--- src/rtl/mod_pkg.sv ---
// mod_pkg: shared definitions for the modulo-unit issuer.
//   state_t             issuer FSM states (2-bit encoding)
//   DEF_WIDTH           default operand/result width
//   DEF_TIMEOUT_CYCLES  default WAIT-state watchdog limit
//   DEF_CNT_W           default watchdog counter width
package mod_pkg;

    typedef enum logic [1:0] {
        S_IDLE  = 2'd0,
        S_ISSUE = 2'd1,
        S_WAIT  = 2'd2,
        S_RESP  = 2'd3
    } state_t;

    localparam int unsigned DEF_WIDTH          = 32;
    localparam int unsigned DEF_TIMEOUT_CYCLES = 4096;
    localparam int unsigned DEF_CNT_W          = 13;

endpackage

--- src/rtl/mod_watchdog.sv ---
// mod_watchdog: saturating cycle counter that flags when the limit is reached.
//   clk      in  clock
//   rst_n    in  synchronous active-low reset
//   clear    in  restart the count from zero (has priority over enable)
//   enable   in  count this cycle
//   expired  out counter has reached TIMEOUT_CYCLES-1
module mod_watchdog
    import mod_pkg::*;
#(
    parameter int unsigned TIMEOUT_CYCLES = DEF_TIMEOUT_CYCLES,
    parameter int unsigned CNT_W          = DEF_CNT_W
) (
    input  logic clk,
    input  logic rst_n,
    input  logic clear,
    input  logic enable,
    output logic expired
);

    localparam logic [CNT_W-1:0] LIMIT = CNT_W'(TIMEOUT_CYCLES - 1);

    logic [CNT_W-1:0] cnt;

    always_ff @(posedge clk) begin
        if (!rst_n) begin
            cnt <= '0;
        end else if (clear) begin
            cnt <= '0;
        end else if (enable && (cnt != LIMIT)) begin
            cnt <= cnt + CNT_W'(1);
        end
    end

    assign expired = (cnt == LIMIT);

endmodule

--- src/rtl/mod_issuer.sv ---
// mod_issuer: initiator for the iterative modulo unit's start/done handshake.
// Accepts one operand pair over req valid/ready, pulses mod_start, waits for
// mod_done (bounded by a watchdog) and returns A mod B over rsp valid/ready.
// A zero divisor is answered directly with rsp_dbz and the dividend.
//   clk, rst_n               clock, synchronous active-low reset
//   req_valid/ready/a/b      request channel (ready only in IDLE)
//   rsp_valid/ready          response channel
//   rsp_result/dbz/tmo       A mod B | A on divide-by-zero | 0 on timeout
//   mod_start                one-cycle start pulse to the modulo unit
//   mod_a, mod_b             registered operands, held through WAIT
//   mod_result, mod_done     unit result, valid while mod_done is high
module mod_issuer
    import mod_pkg::*;
#(
    parameter int unsigned WIDTH          = DEF_WIDTH,
    parameter int unsigned TIMEOUT_CYCLES = DEF_TIMEOUT_CYCLES,
    parameter int unsigned CNT_W          = DEF_CNT_W
) (
    input  logic             clk,
    input  logic             rst_n,
    input  logic             req_valid,
    output logic             req_ready,
    input  logic [WIDTH-1:0] req_a,
    input  logic [WIDTH-1:0] req_b,
    output logic             rsp_valid,
    input  logic             rsp_ready,
    output logic [WIDTH-1:0] rsp_result,
    output logic             rsp_dbz,
    output logic             rsp_tmo,
    output logic             mod_start,
    output logic [WIDTH-1:0] mod_a,
    output logic [WIDTH-1:0] mod_b,
    input  logic [WIDTH-1:0] mod_result,
    input  logic             mod_done
);

    state_t state, state_next;

    logic accept, capture, timeout, wd_clear, wd_enable, wd_expired;
    // Set once mod_done has been seen low in the current WAIT; a done level
    // left over from the previous operation must not be taken as completion.
    logic seen_low;

    mod_watchdog #(
        .TIMEOUT_CYCLES(TIMEOUT_CYCLES),
        .CNT_W         (CNT_W)
    ) u_watchdog (
        .clk    (clk),
        .rst_n  (rst_n),
        .clear  (wd_clear),
        .enable (wd_enable),
        .expired(wd_expired)
    );

    always_ff @(posedge clk) begin
        if (!rst_n) begin
            state <= S_IDLE;
        end else begin
            state <= state_next;
        end
    end

    always_comb begin
        state_next = state;
        req_ready  = 1'b0;
        rsp_valid  = 1'b0;
        mod_start  = 1'b0;
        accept     = 1'b0;
        capture    = 1'b0;
        timeout    = 1'b0;
        wd_clear   = 1'b0;
        wd_enable  = 1'b0;
        unique case (state)
            S_IDLE: begin
                req_ready = 1'b1;
                if (req_valid) begin
                    accept     = 1'b1;
                    state_next = (req_b == '0) ? S_RESP : S_ISSUE;
                end
            end
            S_ISSUE: begin
                mod_start  = 1'b1;
                wd_clear   = 1'b1;
                state_next = S_WAIT;
            end
            S_WAIT: begin
                wd_enable = 1'b1;
                // A genuine completion beats a watchdog expiry in the same cycle.
                if (mod_done && seen_low) begin
                    capture    = 1'b1;
                    state_next = S_RESP;
                end else if (wd_expired) begin
                    timeout    = 1'b1;
                    state_next = S_RESP;
                end
            end
            S_RESP: begin
                rsp_valid = 1'b1;
                if (rsp_ready) begin
                    state_next = S_IDLE;
                end
            end
            default: state_next = S_IDLE;
        endcase
    end

    always_ff @(posedge clk) begin
        if (!rst_n) begin
            mod_a      <= '0;
            mod_b      <= '0;
            rsp_result <= '0;
            rsp_dbz    <= 1'b0;
            rsp_tmo    <= 1'b0;
            seen_low   <= 1'b0;
        end else begin
            if (accept) begin
                mod_a <= req_a;
                mod_b <= req_b;
                if (req_b == '0) begin
                    rsp_result <= req_a;
                    rsp_dbz    <= 1'b1;
                end
            end
            if (state == S_ISSUE) begin
                seen_low <= 1'b0;
            end else if ((state == S_WAIT) && !mod_done) begin
                seen_low <= 1'b1;
            end
            if (capture) begin
                rsp_result <= mod_result;
            end
            if (timeout) begin
                rsp_result <= '0;
                rsp_tmo    <= 1'b1;
            end
            if (rsp_valid && rsp_ready) begin
                rsp_result <= '0;
                rsp_dbz    <= 1'b0;
                rsp_tmo    <= 1'b0;
            end
        end
    end

endmodule

--- config.mk ---
export PLATFORM = sky130hd
export DESIGN_NAME = mod_issuer
export DESIGN_NICKNAME = d
export VERILOG_FILES = /design/src/rtl/mod_pkg.sv /design/src/rtl/mod_watchdog.sv /design/src/rtl/mod_issuer.sv
export SDC_FILE = /design/constraint.sdc
export NUM_CORES = 1
export LEC_CHECK = 0
export CAP_MARGIN = 15
export CORE_ASPECT_RATIO = 1.75
export CORE_MARGIN = 10
export CORE_UTILIZATION = 35
export DETAILED_ROUTE_END_ITERATION = 7
export PLACE_DENSITY_LB_ADDON = 0.05
export SLEW_MARGIN = 20
export SYNTH_ARGS = -nofsm -noshare
export SYNTH_HDL_FRONTEND = slang
export SYNTH_HIERARCHICAL = 1
export SYNTH_SLANG_ARGS = --single-unit
--- constraint.sdc ---
create_clock -name clk -period 3.7 [get_ports clk]
set_input_delay 0.74 -clock clk [delete_from_list [all_inputs] [get_ports clk]]
set_output_delay 0.74 -clock clk [all_outputs]
set_load 0.01 [all_outputs]
== After elaboration in Yosys (flattened, before gate mapping) ==
Cells that the tools add are included.

* Register bits after elaboration: 114
* Input bits: 101

* Mux-type cells: 20
* Bitwise gates (word level): 1
* Eq/ne operators: 8
* $add $sub $neg: 1
* Reductions and logical operators: 16

{| class="wikitable"
|+ Operators with widths
! operator !! count
|-
| 32-bit 2-to-1 mux || 3
|-
| 32-bit logical NOT || 1
|-
| 13-bit by 1-bit adder with 13-bit output (second input constant) || 1
|-
| 13-bit by 12-bit == test with 1-bit output (second input constant) || 1
|-
| 13-bit by 12-bit != test with 1-bit output (second input constant) || 1
|-
| 1-bit 2-to-1 mux || 11
|-
| 2-bit 2-to-1 mux || 5
|-
| 2-bit case mux with 4 select lines || 1
|-
| 2-bit OR reduction || 3
|-
| 2-bit == test (second input constant) || 2
|-
| 1-bit logical AND || 4
|-
| 2-bit != test (second input constant) || 2
|-
| 2-bit AND reduction || 2
|-
| 2-bit nonzero test || 2
|-
| 3-bit by 2-bit != test with 1-bit output (second input constant) || 1
|-
| 3-bit AND reduction || 1
|-
| 3-bit OR reduction || 1
|-
| 2-bit by 1-bit == test with 1-bit output (second input constant) || 1
|-
| 2-bit logical NOT || 1
|-
| 1-bit logical NOT || 1
|-
| 1-bit NOT || 1
|}

== Depth between registers and ports, before layout ==
Gate-level depths: netlist (run 1).

* Depth after elaboration: 5
* Mapped depth: 8
* Gate-level depth less buffers: 8

== Modules after synthesis ==
Netlist (run 1), hierarchy kept.

{| class="wikitable"
|+ By module, submodules not included
! module !! instances !! area each (sq um) !! cells an instance !! sequential area each (sq um)
|-
| mod_issuer || 1 || 5053.6 || 583 || 2021.9
|-
| mod_watchdog || 1 || 669.4 || 77 || 260.2
|}

== Least setup slack after synthesis (run 1) ==
Ideal clock, no wire load.

* Kind: flip-flop to flip-flop
* Start point: register u_watchdog.cnt[0]
* End point: register state[1]
* Library setup time: 0.122 ns
* Clock period less this slack: 2.311 ns
* Setup slack: 1.389 ns
* Buffers on the path: 0
* Data required time: 3.578 ns
* Data arrival time: 2.189 ns
* Stages on the path, launching flop included: 8
* Cells stage by stage: dfxtp_1 -> ha_1 -> nand2_1 -> or4_4 -> nor3_2 -> inv_1 -> a221o_1 -> o311a_1

* Longest elaborated chain between the ends: 3

{| class="wikitable"
|+ Ends and longest elaborated chain
! element !! line !! text
|-
| start: declaration || mod_watchdog.sv:22 || <nowiki>logic [CNT_W-1:0] cnt;</nowiki>
|-
| start signal: assignment || mod_watchdog.sv:30 || <nowiki>cnt <= cnt + CNT_W'(1);</nowiki>
|-
| 13-bit by 12-bit == test with 1-bit output || mod_watchdog.sv:34 || <nowiki>assign expired = (cnt == LIMIT);</nowiki>
|-
| named net wd_expired || mod_issuer.sv:39 || <nowiki>logic accept, capture, timeout, wd_clear, wd_enable, wd_expired;</nowiki>
|-
| 3-bit by 2-bit != test with 1-bit output (no source line) || - ||
|-
| 3-bit AND reduction (no source line) || - ||
|-
| end signal: assignment || mod_issuer.sv:59 || <nowiki>state <= state_next;</nowiki>
|-
| end: declaration || mod_issuer.sv:37 || <nowiki>state_t state, state_next;</nowiki>
|}

The timed path passes the listed nets, and every way through them passes these cells.
A chain may end at the register's enable or synchronous reset.

== Final worst setup path (run 1) ==
* Start point: register u_watchdog.cnt[0]
* End point: register rsp_result[6]

* Longest elaborated chain between the ends: 5

{| class="wikitable"
|+ Ends and longest elaborated chain
! element !! line !! text
|-
| 13-bit by 12-bit == test with 1-bit output || mod_watchdog.sv:34 ||
|-
| named net wd_expired || mod_issuer.sv:39 ||
|-
| 1-bit 2-to-1 mux || mod_issuer.sv:92 || <nowiki>end else if (wd_expired) begin</nowiki>
|-
| 1-bit 2-to-1 mux || mod_issuer.sv:89 || <nowiki>if (mod_done && seen_low) begin</nowiki>
|-
| 1-bit 2-to-1 mux || mod_issuer.sv:73 || <nowiki>unique case (state)</nowiki>
|-
| 3-bit OR reduction (no source line) || - ||
|-
| end signal: assignment || mod_issuer.sv:120 || <nowiki>rsp_result <= req_a;</nowiki>
|-
| end signal: assignment || mod_issuer.sv:130 || <nowiki>rsp_result <= mod_result;</nowiki>
|-
| end: declaration || mod_issuer.sv:27 || <nowiki>output logic [WIDTH-1:0] rsp_result,</nowiki>
|}

The timed path passes the listed nets, and every way through them passes these cells.

==> impl_results.md, run 1 <==
- CP max-delay cell: or4_4
- 1st-pass router iterations: 4
- Synth async-reset ratio: 0%
- Final hold vios: 0
- Fin crit share: around 74%
- Final WL: 20400 µm
- Cts hold-fix bufs: 0
- Core Rows: 61
- Power per cell area: 509 nW/µm²
- Synth Warn #: 6
- Synth Area per Inst: around 8.7 µm²
- VDD IR max: 0.561 mV
- Min Tclk post-route: ~2.7 ns
- Placement Cell Area: approximately 7800 µm²
- CTS tree: yes
- Ratio of cells with drive above 1 in the final layout: 11.3%
- Worst Setup Start Kind: register
- Overflow after GRT: 0
- Slew margin rel.: 32.5%
- Worst Tran Pin Value: 1.01 ns
- Fmax: 0.366 GHz
- Max-cap viol count: 0
- Detailed-route DRC error count: 0
- Gpl congestion: 0.840
- Clock-pin slew on the worst setup and hold paths: around 0.050 ns
- Vias per inst: about 5.3
- Vias in the first global route: between 5000 and 6000
- Initial core utilization: 35.9%
- Sum Neg Setup Slack: 0 ns
- Largest net degree at the start of global routing: 66
- Core area: 16000 µm²
- I/O pin total: about 200
- Crit path required time: 3.95 ns
- Worst-skew pair later-pin latency: approximately 0.42 ns
- Diodes inserted: 0
- Antenna violations before repair: 0
- Clk pwr share: a little over a third
- Fillers: ~1500
- Die Wd: 117 µm
- Worst-path cell chain: ha_1 -> nand2_1 -> or4_4 -> nor3_2 -> nand2_1 -> nand2_2 -> buf_4 -> o221ai_1
- CP max FO: 32
- Max Slew Vio Count: 0
- Final ANT Viol Nets: 0
- Buffers on Ports: 201
- Syn Nets: approximately 770
- Htree depth: 4
- Switching part of the total power: between 30% and 40%
- RSZ-0062 raised after global routing: false
- Drt initial violations: between 200 and 250
- CTS buffer count: 17
- GRT Total Usage: 18.4%
- Net Switching: 1.37 mW
- Die Ht: 189 µm
- Final nets: 946
- Area grow syn2layout: 46.2%
- CP Launch Point: u_watchdog/cnt[0]$_SDFFE_PP0P_
- Most used DFF post-synth: dfxtp_1
- Register area share after synthesis: 39.9%
- WL/cell: between 15 and 20 µm
- R2R Path Start: u_watchdog/cnt[0]$_SDFFE_PP0P_
- Library cells used by synthesis: 53
- Clk_skew: 0.0104 ns
- Final setup violation count: 0
- Syn Std Cell Area: 5720 µm²
- Sequential share of power: 34.0%
- Number of flops mapped to enable cells by yosys: 0
- CP max stage delay: 0.48 ns
- HP Start: mod_b[27]$_SDFFE_PN0P_
- Critical path's most frequent cell: nand2_1
- First-pass GRT wire length: 31500 µm
- Setup Buffers After CTS: 0
- Post-DP HPWL: 14400 µm
- Max clock buf depth: 2
- Critical path arrival: 2.98 ns
- Int Power: 2.88 mW
- Post-route cell area: 8370 µm²
- DP Cell Count: 1009
- Fin cells: 1040
- P_leak: 2.99 nW
- Hold/Removal Path Class: register to register
- CTS Root Cell: clkbuf_16
- CTS sink count: 114
- Synthesized netlist cell count: 660
- CP endpoint kind: register
- Routed via count: about 5500
- CP bufs+invs: 1
- WS Path Type: register to register
- Die Area: 22100 µm²
- Gate power share: between 20% and 30%
- #FFs+latches synth: 114
- Status: finished clean
- CP delay by family, top: simple AND/OR/NAND/NOR gates
- PostCTS Resize Cnt: 0
per-layer routing:
metal | part of all wire [%] | GRT usage (%) | wire, µm | vias to the layer above
li1 | - | - | - | 2702
met1 | 39 | 19.9 | 7940 | 2622
met2 | 53 | 32.5 | 10900 | 147
met3 | 5.5 | 4.72 | 1120 | 26
met4 | 2.5 | 7.88 | 516 | 0
met5 | 0 | 0 | 0 | -
cell families after synthesis:
| family | after synthesis | share of synthesized area, % |
|---|---|---|
| and+or+nand+nor | 256 | 20.4 |
| AOI/OAI and AO/OA | 224 | 33.1 |
| DFF | 114 | 39.9 |
| buffers and inverters | 59 | 5.16 |
| adders and majority gates | 6 | 1.31 |
| xor gates and xnor gates | 1 | 0.153 |
worst reg2reg max path, delay by kind of cell, from the launching register on:
kind | cells | cell delay [ns]
flip-flops | 1 | 0.37
AO/OA/AOI/OAI | 1 | 0.26
adder cells (fa/ha/maj) | 1 | 0.27
AND/OR/NAND/NOR | 5 | 1.19
buffers and inverters | 1 | 0.47
placed cells by master, fill, tap and decap left out, types with 5 or more instances in the layout:
cell and n:
o221ai_2 30, a21boi_1 18, inv_1 7, buf_4 10, a21oi_1 9, a21boi_0 80
clkbuf_16 17, dfxtp_1 114, o21ai_0 6, a21o_1 32, nor4_2 9, clkdlybuf4s50_1 200
nand2_1 201, clkinv_2 5, nor2_1 5, nand3_1 5, o211ai_1 34, ha_1 6
area by class of cell:
type	instances	area (µm²)	area share (%)
clock inverter	10	85.1	1.02
inverter	7	26.3	0.314
multi-input combinational	487	3160	37.8
tap	189	236	2.83
clock buffer	21	470	5.62
timing repair buffer	212	2100	25.1
sequential	114	2280	27.3
metrics by stage:
| stage | total power [mW] | setup slack (ns) | util [%] | hold slack (ns) |
|---|---|---|---|---|
| floorplan | 2.12 | 1.39 | - | 0.465 |
| global placement | 2.73 | 0.926 | 49.0 | 0.441 |
| detailed placement | 2.76 | 0.896 | 49.0 | 0.448 |
| CTS | 4.32 | 0.937 | 52.4 | 0.456 |
| global route | 4.49 | 0.732 | 52.4 | 0.469 |
| finish | 4.26 | 0.969 | 52.4 | 0.451 |
cells in the mapped netlist (2+ instances only):
cell type / number / area [µm²]
clkbuf_1: 35 / 131
nand4_1: 3 / 18.8
inv_1: 7 / 26.3
nor3_1: 3 / 15.0
o21a_1: 2 / 15.0
ha_1: 6 / 75.1
nor2_1: 6 / 22.5
o221ai_1: 2 / 17.5
nand3b_1: 2 / 15.0
a21oi_1: 9 / 45.0
dfxtp_1: 114 / 2280
a21boi_0: 80 / 601
o21ai_0: 6 / 30.0
and3_1: 2 / 12.5
nand3_1: 5 / 25.0
a21o_1: 32 / 240
nand4_2: 2 / 25.0
buf_12: 3 / 60.1
nor4_2: 9 / 113
or4_1: 3 / 22.5
nand2_1: 203 / 762
or3_1: 3 / 18.8
o211ai_1: 34 / 255
o221ai_2: 30 / 450
buf_2: 11 / 55.1
a21boi_1: 18 / 135
o311a_1: 2 / 20.0
nor2b_1: 3 / 18.8
flip-flops by register name, indices dropped and copies added, names as in the netlist:
name	flops
rsp_tmo	1
rsp_dbz	1
mod_a	32
u_watchdog/cnt	13
state	2
mod_b	32
rsp_result	32
seen_low	1
power groups by stage:
stage               clock network, mW  registers, mW  logic (mW)
detailed placement                  0           1.48        1.29
global placement                    0           1.47        1.27
floorplan                           0           1.53       0.588
finish                           1.54           1.45        1.27
CTS                              1.58           1.45        1.29
global route                     1.63           1.47        1.40
final timing paths:
kind / endpoint / slack [ns] / cells after the start
max: rsp_result[6]$_SDFFE_PP0P_ / 0.97 / 8
min: mod_b[27]$_SDFFE_PN0P_ / 0.45 / 2
max reg2reg: rsp_result[6]$_SDFFE_PP0P_ / 0.97 / 8
min reg2reg: mod_b[27]$_SDFFE_PN0P_ / 0.45 / 2
Note: power is estimated with default switching activity, not from simulation.
==> run 2, diff against run 1 <==
- clock period: 3.7 -> 2.6 ns (I/O delays scaled with it)
==> run 2 against run 1 <==
Worst hold slack improved by 0.0014 ns. Design area is 1.6% higher. Die area unchanged. Cell count grew 0.87%. Non-clock buffer count grew 8. Sequential power is 42% higher. Fmax rose by 11%. Count of clock-buffer cells in the layout is 2 lower. Register-to-register slack got worse by 0.82 ns. Clock skew fell by 0.00099 ns.
==> impl_results.md, run 2 (synthesis results as in run 1) <==
- Status: finished clean
- Fin crit share: 94.3% (+20 points)
- Core area: 16000 µm² (unchanged)
- Fillers: 1516 (-0.59%)
- Int Power: 4.29 mW (+49%)
- Min Tclk post-route: 2.45 ns (-0.279 ns)
- Clk_skew: 0.00937 ns (-0.000994 ns)
- PostCTS Resize Cnt: 0 (unchanged)
- Worst Setup Start Kind: register
- Gate power share: 29.2% (-0.5 points)
- Worst Tran Pin Value: 0.836 ns (-0.177 ns)
- Antenna violations before repair: 0 (unchanged)
- Vias per inst: 5.27 (-0.32%)
- Die Area: 22100 µm² (unchanged)
- First-pass GRT wire length: 31300 µm (-0.52%)
- Fmax: 0.408 GHz (+11%)
- Routed via count: 5527 (+0.55%)
- Cts hold-fix bufs: 0 (unchanged)
- Sum Neg Setup Slack: 0 ns (unchanged)
- Biggest regs: mod_a: 32 flops, mod_b: 32 flops, rsp_result: 32 flops
- Die Ht: 189 µm (unchanged)
- Max-cap viol count: 0 (unchanged)
- Final ANT Viol Nets: 0 (unchanged)
- Most common cell after layout, fill and taps aside: nand2_1
- Sequential share of power: 32.8% (-1.2 points)
- Area grow syn2layout: 48.5%
- WL/cell: 19.5 µm (-0.66%)
- Drt initial violations: 241 (+5.2%)
- CTS tree: yes
- HP Start: mod_a[16]$_SDFFE_PN0P_
- Initial core utilization: 35.9% (unchanged)
- 1st-pass router iterations: 4 (unchanged)
- CTS sink count: 114 (unchanged)
- Die Wd: 117 µm (unchanged)
- Diodes inserted: 0 (unchanged)
- P_leak: 3.06 nW (+2.3%)
- Post-DP HPWL: 14900 µm (+3.7%)
- Final hold vios: 0 (unchanged)
- Buffers on Ports: 201 (unchanged)
- Switching part of the total power: 31.6% (-0.62 points)
- Largest net degree at the start of global routing: 52 (-21%)
- Max Slew Vio Count: 0 (unchanged)
- Net Switching: 1.98 mW (+44%)
- Hold/Removal Path Class: register to register
- Power per cell area: 738 nW/µm² (+45%)
- Detailed-route DRC error count: 0 (unchanged)
- CTS buffer count: 17 (unchanged)
- Hold slack: 0.452 ns (+0.00142 ns)
- Register-to-register setup slack: 0.15 ns (-0.82 ns)
- CP max FO: 6 (-81%)
- Clock-pin slew on the worst setup and hold paths: 0.06 ns (about the same)
- WS Path Type: register to register
- R2R Path Start: u_watchdog/cnt[0]$_SDFFE_PP0P_
- I/O pin total: 202 (unchanged)
- Ratio of cells with drive above 1 in the final layout: 12.2% (+0.93 points)
- Final WL: 20500 µm (+0.20%)
- CP endpoint kind: register
- Final nets: 954 (+0.85%)
- Clk pwr share: 38.0% (+1.7 points)
- Overflow after GRT: 0 (unchanged)
- CTS Root Cell: clkbuf_16
- Slew margin rel.: 43.8% (+11 points)
- Final setup violation count: 0 (unchanged)
- Max clock buf depth: 2 (unchanged)
- Worst-skew pair later-pin latency: 0.41 ns (about the same)
- Core Rows: 61 (unchanged)
- GRT Total Usage: 18.3% (-0.11 points)
- Most frequent cells in the layout: nand2_1, clkdlybuf4s50_1, dfxtp_1
- Gpl congestion: 0.810 (-3.6%)
- Htree depth: 4 (unchanged)
- VDD IR max: 0.524 mV (-6.6%)
- Crit path required time: 2.89 ns (-1.06 ns)
- RSZ-0062 raised after global routing: false
- Critical path arrival: 2.74 ns (-0.24 ns)
- Vias in the first global route: 5572 (-0.71%)
- Setup Buffers After CTS: 0 (unchanged)
- CP Launch Point: u_watchdog/cnt[0]$_SDFFE_PP0P_
## run 2: cell count changes in the layout (fill, tap and decap cells not counted)
cell	previous run	this run
buf_12	1	3
clkinv_4	0	3
buf_4	10	16
bufinv_16	1	3
clkbuf_8	3	1
clkinv_2	5	3
## run 2: power groups by stage
stage,sequential (mW),combinational (mW),clock [mW]
after global placement,2.09,1.83,0
after floorplan,2.17,0.837,0
after CTS,2.06,1.87,2.43
after global routing,2.09,2.01,2.51
final,2.06,1.83,2.38
after detailed placement,2.10,1.86,0
## run 2: critical path: stages, from the launching register on
cell and delay, ns:
dfxtp_1 0.37, ha_1 0.26, nand2_1 0.08, or4_4 0.48, nor3_2 0.18, buf_4 0.17
inv_1 0.05, a221o_1 0.37, o311a_1 0.37
## run 2: worst paths after layout
check	end	cells past startpoint
setup / recovery	state[1]$_SDFFE_PN0P_	8
hold / removal	mod_a[16]$_SDFFE_PN0P_	2
setup reg to reg	state[1]$_SDFFE_PN0P_	8
hold reg to reg	mod_a[16]$_SDFFE_PN0P_	2
## run 2: per-layer routing
layer | wire (µm) | global-route usage (%)
met1 | 7590 | 19.2
met2 | 11300 | 33.9
met3 | 1300 | 4.53
met4 | 299 | 6.21
met5 | 0 | 0
## run 2: area by class of cell
cell class	count	area, µm²	share of cell area (%)
clock buffer	19	443	5.21
clock inverter	13	161	1.90
inverter	7	26.3	0.309
multi-input combinational	487	3160	37.2
sequential	114	2280	26.9
tap	189	236	2.78
timing repair buffer	220	2190	25.7
## run 2: per-stage QoR
| stage | std cells | instance area (µm²) | total power, mW | setup WS [ns] | util (%) |
|---|---|---|---|---|---|
| 2_1_floorplan | 660 | 5720 | 3.01 | 0.289 | - |
| 3_3_place_gp | 1017 | 7900 | 3.91 | 0.218 | 49.5 |
| 3_5_place_dp | 1017 | 7900 | 3.96 | 0.200 | 49.5 |
| 4_1_cts | 1049 | 8500 | 6.36 | 0.151 | 53.3 |
| 5_1_grt | 1049 | 8500 | 6.61 | 0.0214 | 53.3 |
| 6_report | 1049 | 8500 | 6.27 | 0.149 | 53.3 |
